==> src/rtl/input_pkg.sv <==
// input_pkg: shared state codes, button bit positions and DB9 phase decoders
package input_pkg;

    localparam int BTN_W = 12;

    localparam logic [2:0] IDLE    = 3'd0;
    localparam logic [2:0] SEL_LO  = 3'd1;
    localparam logic [2:0] SAMP_LO = 3'd2;
    localparam logic [2:0] SEL_HI  = 3'd3;
    localparam logic [2:0] SAMP_HI = 3'd4;
    localparam logic [2:0] PUBLISH = 3'd5;

    localparam int UP     = 0;
    localparam int DOWN   = 1;
    localparam int LEFT   = 2;
    localparam int RIGHT  = 3;
    localparam int BTN_A  = 4;
    localparam int BTN_B  = 5;
    localparam int BTN_C  = 6;
    localparam int BTN_L  = 7;
    localparam int BTN_R  = 8;
    localparam int SELECT = 9;
    localparam int START  = 10;

    // select-low phase: B, A, pins 3..0 (already inverted to active high)
    function automatic logic [5:0] lo_bits(input logic [8:0] p);
        return {p[8], p[5], p[3], p[2], p[1], p[0]};
    endfunction

    // select-high phase: START, SELECT, R, L, C
    function automatic logic [4:0] hi_bits(input logic [8:0] p);
        return {p[2], p[3], p[1], p[0], p[5]};
    endfunction

endpackage

==> src/rtl/input_debounce.sv <==
// input_debounce: per-port poll-to-poll debounce; live includes an in-flight publish
module input_debounce
    import input_pkg::*;
#(
    parameter int DEBOUNCE_POLLS = 3
) (
    input  logic             clk,
    input  logic             reset_n,
    input  logic             publish,
    input  logic [BTN_W-1:0] raw,
    output logic [BTN_W-1:0] live,
    output logic [BTN_W-1:0] rise
);

    logic [BTN_W-1:0] prev, held;
    logic [3:0]       cnt, cnt_next;

    // stable-poll count after this poll and the state accepted if publishing now
    always_comb begin
        cnt_next = (raw != prev) ? 4'd1 : (cnt == 4'(DEBOUNCE_POLLS)) ? cnt : cnt + 4'd1;
        live     = (publish && cnt_next == 4'(DEBOUNCE_POLLS)) ? raw : held;
        rise     = live & ~held;
    end

    // commit history and accepted state once per poll
    always_ff @(posedge clk or negedge reset_n) begin
        if (!reset_n) begin
            prev <= '0;
            cnt  <= '0;
            held <= '0;
        end else if (publish) begin
            prev <= raw;
            cnt  <= cnt_next;
            held <= live;
        end
    end

endmodule

==> src/rtl/input_poll_sequencer.sv <==
// input_poll_sequencer: DB9 poll sequencing, debounce and CPU snapshot (INPUT_EDGE_DETECT_EN adds sticky pressed flags)
module input_poll_sequencer
    import input_pkg::*;
#(
    parameter int SETTLE_CYCLES  = 16,
    parameter int DEBOUNCE_POLLS = 3,
    parameter int POLL_DIV       = 10000
) (
    input  logic             clk,
    input  logic             reset_n,
    input  logic             vblank_pulse,
    input  logic             poll_req,
    input  logic [8:0]       db9_1,
    input  logic [8:0]       db9_2,
    output logic             db9_1_select,
    output logic             db9_2_select,
    input  logic             snap_req,
    output logic             snap_ack,
    output logic [BTN_W-1:0] buttons1,
    output logic [BTN_W-1:0] buttons2,
    output logic [BTN_W-1:0] pressed1,
    output logic [BTN_W-1:0] pressed2,
    input  logic             pressed_clr,
    output logic             busy,
    output logic [7:0]       poll_count
);

    logic [2:0]       state, state_next;
    logic [7:0]       settle_cnt;
    logic [31:0]      div_cnt;
    logic [8:0]       s1a, s1b, s2a, s2b, p1, p2;
    logic [BTN_W-1:0] raw1, raw2, live1, live2, rise1, rise2;
    logic             pending, div_tc, trigger, settle_done, publish;

    assign p1           = ~s1b;
    assign p2           = ~s2b;
    assign div_tc       = (POLL_DIV != 0) && (div_cnt == 32'(POLL_DIV - 1));
    assign trigger      = vblank_pulse | poll_req | div_tc;
    assign settle_done  = settle_cnt == 8'(SETTLE_CYCLES - 1);
    assign publish      = state == PUBLISH;
    assign busy         = state != IDLE;
    assign db9_1_select = !(state == SEL_LO || state == SAMP_LO);
    assign db9_2_select = db9_1_select;

    // two-flop synchronizers; idle pins read high
    always_ff @(posedge clk or negedge reset_n) begin
        if (!reset_n) begin
            {s1a, s1b, s2a, s2b} <= '1;
        end else begin
            s1a <= db9_1;
            s1b <= s1a;
            s2a <= db9_2;
            s2b <= s2a;
        end
    end

    // poll sequence: settle low, sample, settle high, sample, publish
    always_comb begin
        state_next = state;
        case (state)
            IDLE:    if (trigger || pending) state_next = SEL_LO;
            SEL_LO:  if (settle_done) state_next = SAMP_LO;
            SAMP_LO: state_next = SEL_HI;
            SEL_HI:  if (settle_done) state_next = SAMP_HI;
            SAMP_HI: state_next = PUBLISH;
            default: state_next = IDLE;
        endcase
    end

    // sequencer state, settle timer, free-running divider and one-deep pending trigger
    always_ff @(posedge clk or negedge reset_n) begin
        if (!reset_n) begin
            state      <= IDLE;
            settle_cnt <= '0;
            div_cnt    <= '0;
            pending    <= 1'b0;
            poll_count <= '0;
        end else begin
            state      <= state_next;
            settle_cnt <= ((state == SEL_LO || state == SEL_HI) && !settle_done) ? settle_cnt + 8'd1 : 8'd0;
            div_cnt    <= div_tc ? 32'd0 : div_cnt + 32'd1;
            pending    <= (state == IDLE) ? 1'b0 : (pending | trigger);
            poll_count <= poll_count + 8'(publish);
        end
    end

    // capture both multiplexed phases into the raw vectors; bit 11 stays 0
    always_ff @(posedge clk or negedge reset_n) begin
        if (!reset_n) begin
            raw1 <= '0;
            raw2 <= '0;
        end else if (state == SAMP_LO) begin
            raw1[BTN_B:UP] <= lo_bits(p1);
            raw2[BTN_B:UP] <= lo_bits(p2);
        end else if (state == SAMP_HI) begin
            raw1[START:BTN_C] <= hi_bits(p1);
            raw2[START:BTN_C] <= hi_bits(p2);
        end
    end

    input_debounce #(.DEBOUNCE_POLLS(DEBOUNCE_POLLS)) u_deb1 (
        .clk(clk), .reset_n(reset_n), .publish(publish), .raw(raw1), .live(live1), .rise(rise1)
    );

    input_debounce #(.DEBOUNCE_POLLS(DEBOUNCE_POLLS)) u_deb2 (
        .clk(clk), .reset_n(reset_n), .publish(publish), .raw(raw2), .live(live2), .rise(rise2)
    );

    // snapshot copies live state (including a same-cycle publish) and acks next cycle
    always_ff @(posedge clk or negedge reset_n) begin
        if (!reset_n) begin
            snap_ack <= 1'b0;
            buttons1 <= '0;
            buttons2 <= '0;
        end else begin
            snap_ack <= snap_req;
            if (snap_req) begin
                buttons1 <= live1;
                buttons2 <= live2;
            end
        end
    end

`ifdef INPUT_EDGE_DETECT_EN
    // sticky rise flags; a new rise outranks a same-cycle clear
    always_ff @(posedge clk or negedge reset_n) begin
        if (!reset_n) begin
            pressed1 <= '0;
            pressed2 <= '0;
        end else begin
            pressed1 <= (pressed_clr ? '0 : pressed1) | rise1;
            pressed2 <= (pressed_clr ? '0 : pressed2) | rise2;
        end
    end
`else
    logic unused_edge;
    assign unused_edge = ^{rise1, rise2, pressed_clr};
    assign pressed1    = '0;
    assign pressed2    = '0;
`endif

endmodule

==> config.mk <==
export PLATFORM = sky130hd
export DESIGN_NAME = input_poll_sequencer
export DESIGN_NICKNAME = d
export VERILOG_FILES = /design/src/rtl/input_pkg.sv /design/src/rtl/input_debounce.sv /design/src/rtl/input_poll_sequencer.sv
export SDC_FILE = /design/constraint.sdc
export NUM_CORES = 1
export LEC_CHECK = 0
export ABC_CLOCK_PERIOD_IN_PS = 2500
export CORE_ASPECT_RATIO = 1.25
export CORE_MARGIN = 2
export CORE_UTILIZATION = 46
export DETAILED_ROUTE_END_ITERATION = 10
export DONT_BUFFER_PORTS = 1
export PLACE_DENSITY = 0.72
export SYNTH_ARGS = -nofsm -noshare
export SYNTH_HDL_FRONTEND = slang
export SYNTH_SLANG_ARGS = --single-unit
==> constraint.sdc <==
create_clock -name clk -period 2.5 [get_ports clk]
set_input_delay 0.75 -clock clk [delete_from_list [all_inputs] [get_ports clk]]
set_output_delay 0.75 -clock clk [all_outputs]
set_load 0.1 [all_outputs]
; Word-level counts from Yosys, hierarchy flattened
; Index checks and enable logic that the tools add are counted.
[totals]
register_bits = 191
input_bits = 24
out_inout_bits = 60
word_cells = 74
[classes]
n_addsub = 5
n_eq_ne = 16
mux = 13
bitwise_logic = 6
n_reduce_logical = 12
[op_table]
columns = op, count
row1 = "32-bit by 1-bit adder with 32-bit output, second input constant", 1
row2 = "32-bit by 14-bit equality test with 1-bit output, second input constant", 1
row3 = 32-bit two-way mux, 1
row4 = 12-bit two-way mux, 2
row5 = 12-bit != test, 2
row6 = 9-bit NOT, 2
row7 = "4-bit by 2-bit equality test with 1-bit output, second input constant", 4
row8 = 4-bit two-way mux, 4
row9 = 3-bit one-hot mux with 5 select lines, 1
row10 = 3-bit two-way mux, 3
row11 = "4-bit by 1-bit adder with 4-bit output, second input constant", 2
row12 = 8-bit by 1-bit adder with 8-bit output, 1
row13 = "8-bit by 1-bit adder with 8-bit output, second input constant", 1
row14 = "8-bit by 4-bit equality test with 1-bit output, second input constant", 1
row15 = 8-bit two-way mux, 1
row16 = "3-bit by 2-bit equality test with 1-bit output, second input constant", 2
row17 = "3-bit equality test, second input constant", 2
row18 = "2-bit != test, second input constant", 3
row19 = "3-bit by 1-bit equality test with 1-bit output, second input constant", 1
row20 = 1-bit logical AND, 3
row21 = 3-bit logical NOT, 1
row22 = 1-bit logical OR, 3
row23 = 1-bit OR, 3
row24 = 3-bit AND reduction, 1
row25 = 5 further kinds, 6

; Longest topological paths before layout
[depth]
depth_word = 6
ltp_mapped = 11
depth_no_buf = 7

; Hierarchy
; A second synthesis with hierarchy kept.
[hier_totals]
cells_unflattened = 641
area_unflattened_um2 = 8139.1
[by_module_without_submodules]
columns = module, instances, cells_per_inst, area_per_inst_um2, seq_area_each_um2
row1 = input_poll_sequencer, 1, 401, 4961.0, 3108.0
row2 = input_debounce, 2, 120, 1589.0, 700.7

; Worst setup path after synthesis
; No wires, ideal clock.
[synth_path]
path_type = reg-to-output
startpoint = register state[1]
endpoint = output port db9_2_select
t_arrival_ns = 1.857
required_time_ns = 1.750
setup_slack_ns = -0.107
stages_incl_launch_ff = 5
path_buffers = 2
path_cell_list = dfrtp_1 > clkbuf_1 > xor2_1 > nand2b_1 > buf_4
[synth_via]
elab_chain_len = 3
elab_cells_between_ends = 4
classes_between = eq/ne: 2 / reduce/logical: 2
[synth_lines]
columns = item, line_no
row1 = start: declaration, input_poll_sequencer.sv:28  ; logic [2:0] state, state_next;
row2 = start signal: assignment, input_poll_sequencer.sv:79  ; state <= state_next;
row3 = 3-bit by 1-bit equality test with 1-bit output or 3-bit by 2-bit equality test with 1-bit output (tied branches), input_poll_sequencer.sv:42  ; assign db9_1_select = !(state == SEL_LO || state == SAMP_LO);
row4 = 1-bit logical OR (*), input_poll_sequencer.sv:42
row5 = 1-bit logical NOT (*), input_poll_sequencer.sv:42
row6 = end: declaration, input_poll_sequencer.sv:16  ; output logic db9_2_select,
; Every way passes the cells marked *; elsewhere a longest branch is shown, timed or not.

; Final worst setup path
[layout_path]
startpoint = register state[1]
endpoint = output port busy
[layout_via]
elab_chain_len = 1
[layout_lines]
columns = item, line_no
row1 = 3-bit nonzero test, input_poll_sequencer.sv:41  ; assign busy = state != IDLE;
row2 = end: declaration, input_poll_sequencer.sv:24  ; output logic busy,
; No other way between the ends.

==> Flow_metrics.wiki <==
{| class="wikitable"
! Metric !! Value
|-
| Maximum fanout along the worst path || 10
|-
| Worst hold path class || in2async
|-
| Final Hold Violating Endpoints || 0
|-
| Met2 Routed Length || approximately 6700 microns
|-
| Maximum root-to-sink buffer count || 2
|-
| Simple-gate share of the synthesized area || between 10% and 20%
|-
| Share of the yosys chip area belonging to registers || ~59%
|-
| Clock Root Buffer || sky130_fd_sc_hd__clkbuf_16
|-
| Number of vias per cell || around 5.1
|-
| Sum of routed wire segments on met1 || 6170 microns
|-
| Wire length of the first global-routing pass || around 23,000 microns
|-
| Fraction of the mapped netlist area in compound gates || under 10%
|-
| Leading post-synthesis cells by cell area || sky130_fd_sc_hd__dfrtp_1, sky130_fd_sc_hd__dfstp_2, sky130_fd_sc_hd__xnor2_1
|-
| Width of the chip || ~120 microns
|-
| Clock period minus final worst setup slack || 2.35 ns
|-
| Count of nets left with antenna violations after detail routing || 0
|-
| Static leakage power || between 3 and 4 nW
|-
| Post-layout utilization of the core || around 53%
|-
| Fmax || ~430 MHz
|-
| Remaining design rule violation count || 0
|-
| Warnings, synthesis || 2
|-
| Normalized max-slew margin || 40.0%
|-
| Clock tree from TritonCTS || built
|-
| Sum of negative setup slack || 0 ns
|-
| Via count of the first global-routing pass || 4,907
|-
| Pins Over Slew Limit || 0
|-
| Relative area change from synthesis to final layout || 13.6%
|-
| Initial antenna violation count || 0
|-
| Worst Path Arrival || between 1.5 and 2 ns
|-
| CTS H-tree depth || 4
|-
| Fraction of layout cells with a size suffix above 1 || roughly 17%
|-
| Detailed placer's ending HPWL || 8870 microns
|-
| Synthesized-area fraction occupied by xor and xnor cells || approximately 7.4%
|-
| Delay of the slowest critical-path stage || ~0.48 ns
|-
| Clock transition at the registers of the reported paths || 0.07 ns
|-
| Outcome || finished, final reports clean
|-
| Num Clock Sinks || 177
|-
| Global route total overflow || 0
|-
| CP Capture Type || output port
|-
| Highest-count cells in the layout ignoring fill and taps || sky130_fd_sc_hd__dfrtp_1, sky130_fd_sc_hd__nand2_1, sky130_fd_sc_hd__xnor2_1
|-
| Leading area contributor after synthesis || sky130_fd_sc_hd__dfrtp_1
|-
| Top Layer Used || met4
|-
| Leading register cell type out of synthesis || sky130_fd_sc_hd__dfrtp_1
|-
| Number of cells produced by synthesis || between 600 and 700
|-
| Required time of the worst setup path || around 1.8 ns
|-
| Most common cell after layout, fill and taps aside || sky130_fd_sc_hd__dfrtp_1
|-
| Overall track demand over capacity in global routing || between 10% and 20%
|-
| FP Rows || 52
|-
| Clock network latency to the later pin of the worst-skew pair || 0.43 ns
|-
| Mapped cell area || approximately 7600 sq um
|-
| Final net count || approximately 750
|-
| Pwr dens || ~700 nW/um^2
|-
| Layout Skew || ~0.011 ns
|-
| Core area || ~16,000 sq um
|-
| Height of the die || approximately 150 microns
|-
| Antenna cells || 0
|-
| Max cap viols || 0
|-
| Sum of routed wire length over all layers || roughly 14,000 microns
|-
| Pre-antenna DRT Iters || 6
|-
| Via count || 4,860
|-
| Number of enable flip-flop cells after synthesis || 0
|-
| RSZ-0062 raised after global routing || false
|-
| Global placer's final weighted congestion || 0.800
|-
| Port Buffers || 0
|-
| Post-cts resize count || 0
|-
| Area enclosed by the die boundary || approximately 18,000 sq um
|-
| Number of unique standard cell types used by synthesis || 46
|-
| Setup Crit Path Kind || reg2out
|-
| Starting DRC count in detailed routing || 357
|-
| Fillcell total || 1,368
|-
| Actual slew at the worst max-slew pin || between 0.8 and 0.9 ns
|-
| Multiplexer area fraction after synthesis || 4.31%
|-
| Nature of the critical path startpoint || register
|-
| Met3 wire len || around 480 microns
|-
| Syn avg cell area || around 11 sq um
|-
| Clock buffer count from CTS || 17
|-
| Crit-path slowest cell || sky130_fd_sc_hd__dfrtp_1
|-
| Pre-CTS setup slack || roughly 0.23 ns
|-
| Fraction of post-synthesis cell area in the top cell type by area || 50.4%
|-
| Worst IR drop on VDD || ~0.00037 V
|-
| Number of flip-flops and latches in the synthesized netlist || roughly 180
|-
| Ordered list of cells on the worst path || or3_1 -> buf_4
|-
| Maximum number of pins on one net before global-route repair || between 150 and 200
|-
| Initial core utilization || roughly 47%
|-
| Setup-violating endpoint count in the final report || 0
|-
| Drt wl/cell || approximately 14 microns
|-
| Synth async-reset ratio || between 90% and 100%
|-
| Post-route clock period utilization || 94.0%
|-
| Top Ports || between 80 and 90
|-
| Dominant combinational cell family by area after synthesis || simple AND/OR/NAND/NOR gates
|-
| Synth Area in Adders || less than 1%
|-
| Final worst slack || 0.149 ns
|}
cell families (layout without fill, tap and decap cells):
kind of cell / after synthesis / count (layout)
AO/OA/AOI/OAI: 71 / 71
XOR/XNOR: 64 / 64
adder cells (fa/ha/maj): 6 / 6
buffers and inverters: 58 / 78
flip-flops: 177 / 177
multiplexers: 26 / 26
other: 1 / 24
AND/OR/NAND/NOR: 282 / 282
power breakdown:
group          switching (mW)  internal [mW]  total (mW)
Sequential             0.0549           2.94        2.99
Combinational           0.205         0.0536       0.259
Clock                    1.09           1.71        2.80
Total                    1.35           4.70        6.05
flip-flops by register name, summed over array words and instances, names as in the netlist, 6 cells and up:
register / count
div_cnt: 32
s1a: 6
s2b: 6
raw2: 11
raw1: 11
u_deb2.prev: 11
u_deb1.held: 12
buttons2: 12
buttons1: 12
settle_cnt: 8
u_deb1.prev: 11
s1b: 6
u_deb2.held: 12
poll_count: 8
s2a: 6
worst paths after layout:
check / start / end / slack [ns] / cells after the start
max: state[1]$_DFFE_PN0P_ / busy / 0.15 / 2
min: reset_n / u_deb2.held[1]$_DFFE_PN0N_ / 0.02 / 0
max reg2reg: raw1[7]$_DFFE_PN0P_ / u_deb1.held[4]$_DFFE_PN0N_ / 0.17 / 5
min reg2reg: s2a[1]$_DFF_PN1_ / s2b[1]$_DFF_PN1_ / 0.35 / 0
max in group asynchronous: reset_n / u_deb2.held[5]$_DFFE_PN0N_ / 1.52 / 1
min in group clk: db9_1[0] / s1a[0]$_DFF_PN1_ / 0.32 / 0
metrics by stage:
stage,instances,total power [mW],area [sq um],hold slack [ns]
floorplan,708,3.31,7690,0.345
global placement,910,3.29,7980,0.347
detailed placement,910,3.29,7980,0.347
CTS,942,6.10,8610,0.000436
global route,944,6.25,8630,0.000635
finish,944,6.05,8630,0.0214
cell usage after synthesis, drive strengths merged, types with 3 or more instances:
library cell / instances
nand4b: 6
nand2b: 27
mux2: 24
a21o: 3
a22o: 3
dfrtp: 153
and2: 4
clkbuf: 24
nor2: 43
nor3: 3
nor2b: 6
o21ai: 6
nand2: 104
ha: 6
dfstp: 24
buf: 32
nand3: 45
nor4: 6
or3: 7
and3: 7
a21oi: 27
nand4: 13
xor2: 13
o211ai: 22
and4: 5
xnor2: 51
final cells by class:
| cell class | count | area, sq um | area share [%] |
|---|---|---|---|
| sequential | 177 | 4460 | 51.7 |
| multi-input combinational | 473 | 2910 | 33.8 |
| clock buffer | 20 | 447 | 5.18 |
| timing repair buffer | 44 | 348 | 4.03 |
| tap | 216 | 270 | 3.13 |
| clock inverter | 12 | 181 | 2.10 |
| inverter | 2 | 7.51 | 0.0870 |
critical path: cells and delay by family (launching register included):
| family | cells | cell delay [ns] |
|---|---|---|
| buf+inv | 1 | 0.25 |
| flops | 1 | 0.48 |
| simple gates | 1 | 0.44 |
timing repair:
action | CTS | global route
hold buffers | 0 | 2
endpoints found under the hold margin | 0 | 7
setup buffers | 0 | 0
layer usage:
| layer | GRT usage (%) | vias up |
|---|---|---|
| met5 | 0 | - |
| met4 | 5.48 | 0 |
| met3 | 4.36 | 19 |
| met2 | 26.2 | 87 |
| met1 | 22.2 | 2410 |
| li1 | - | 2344 |
Power figures use the tool's default switching activity.
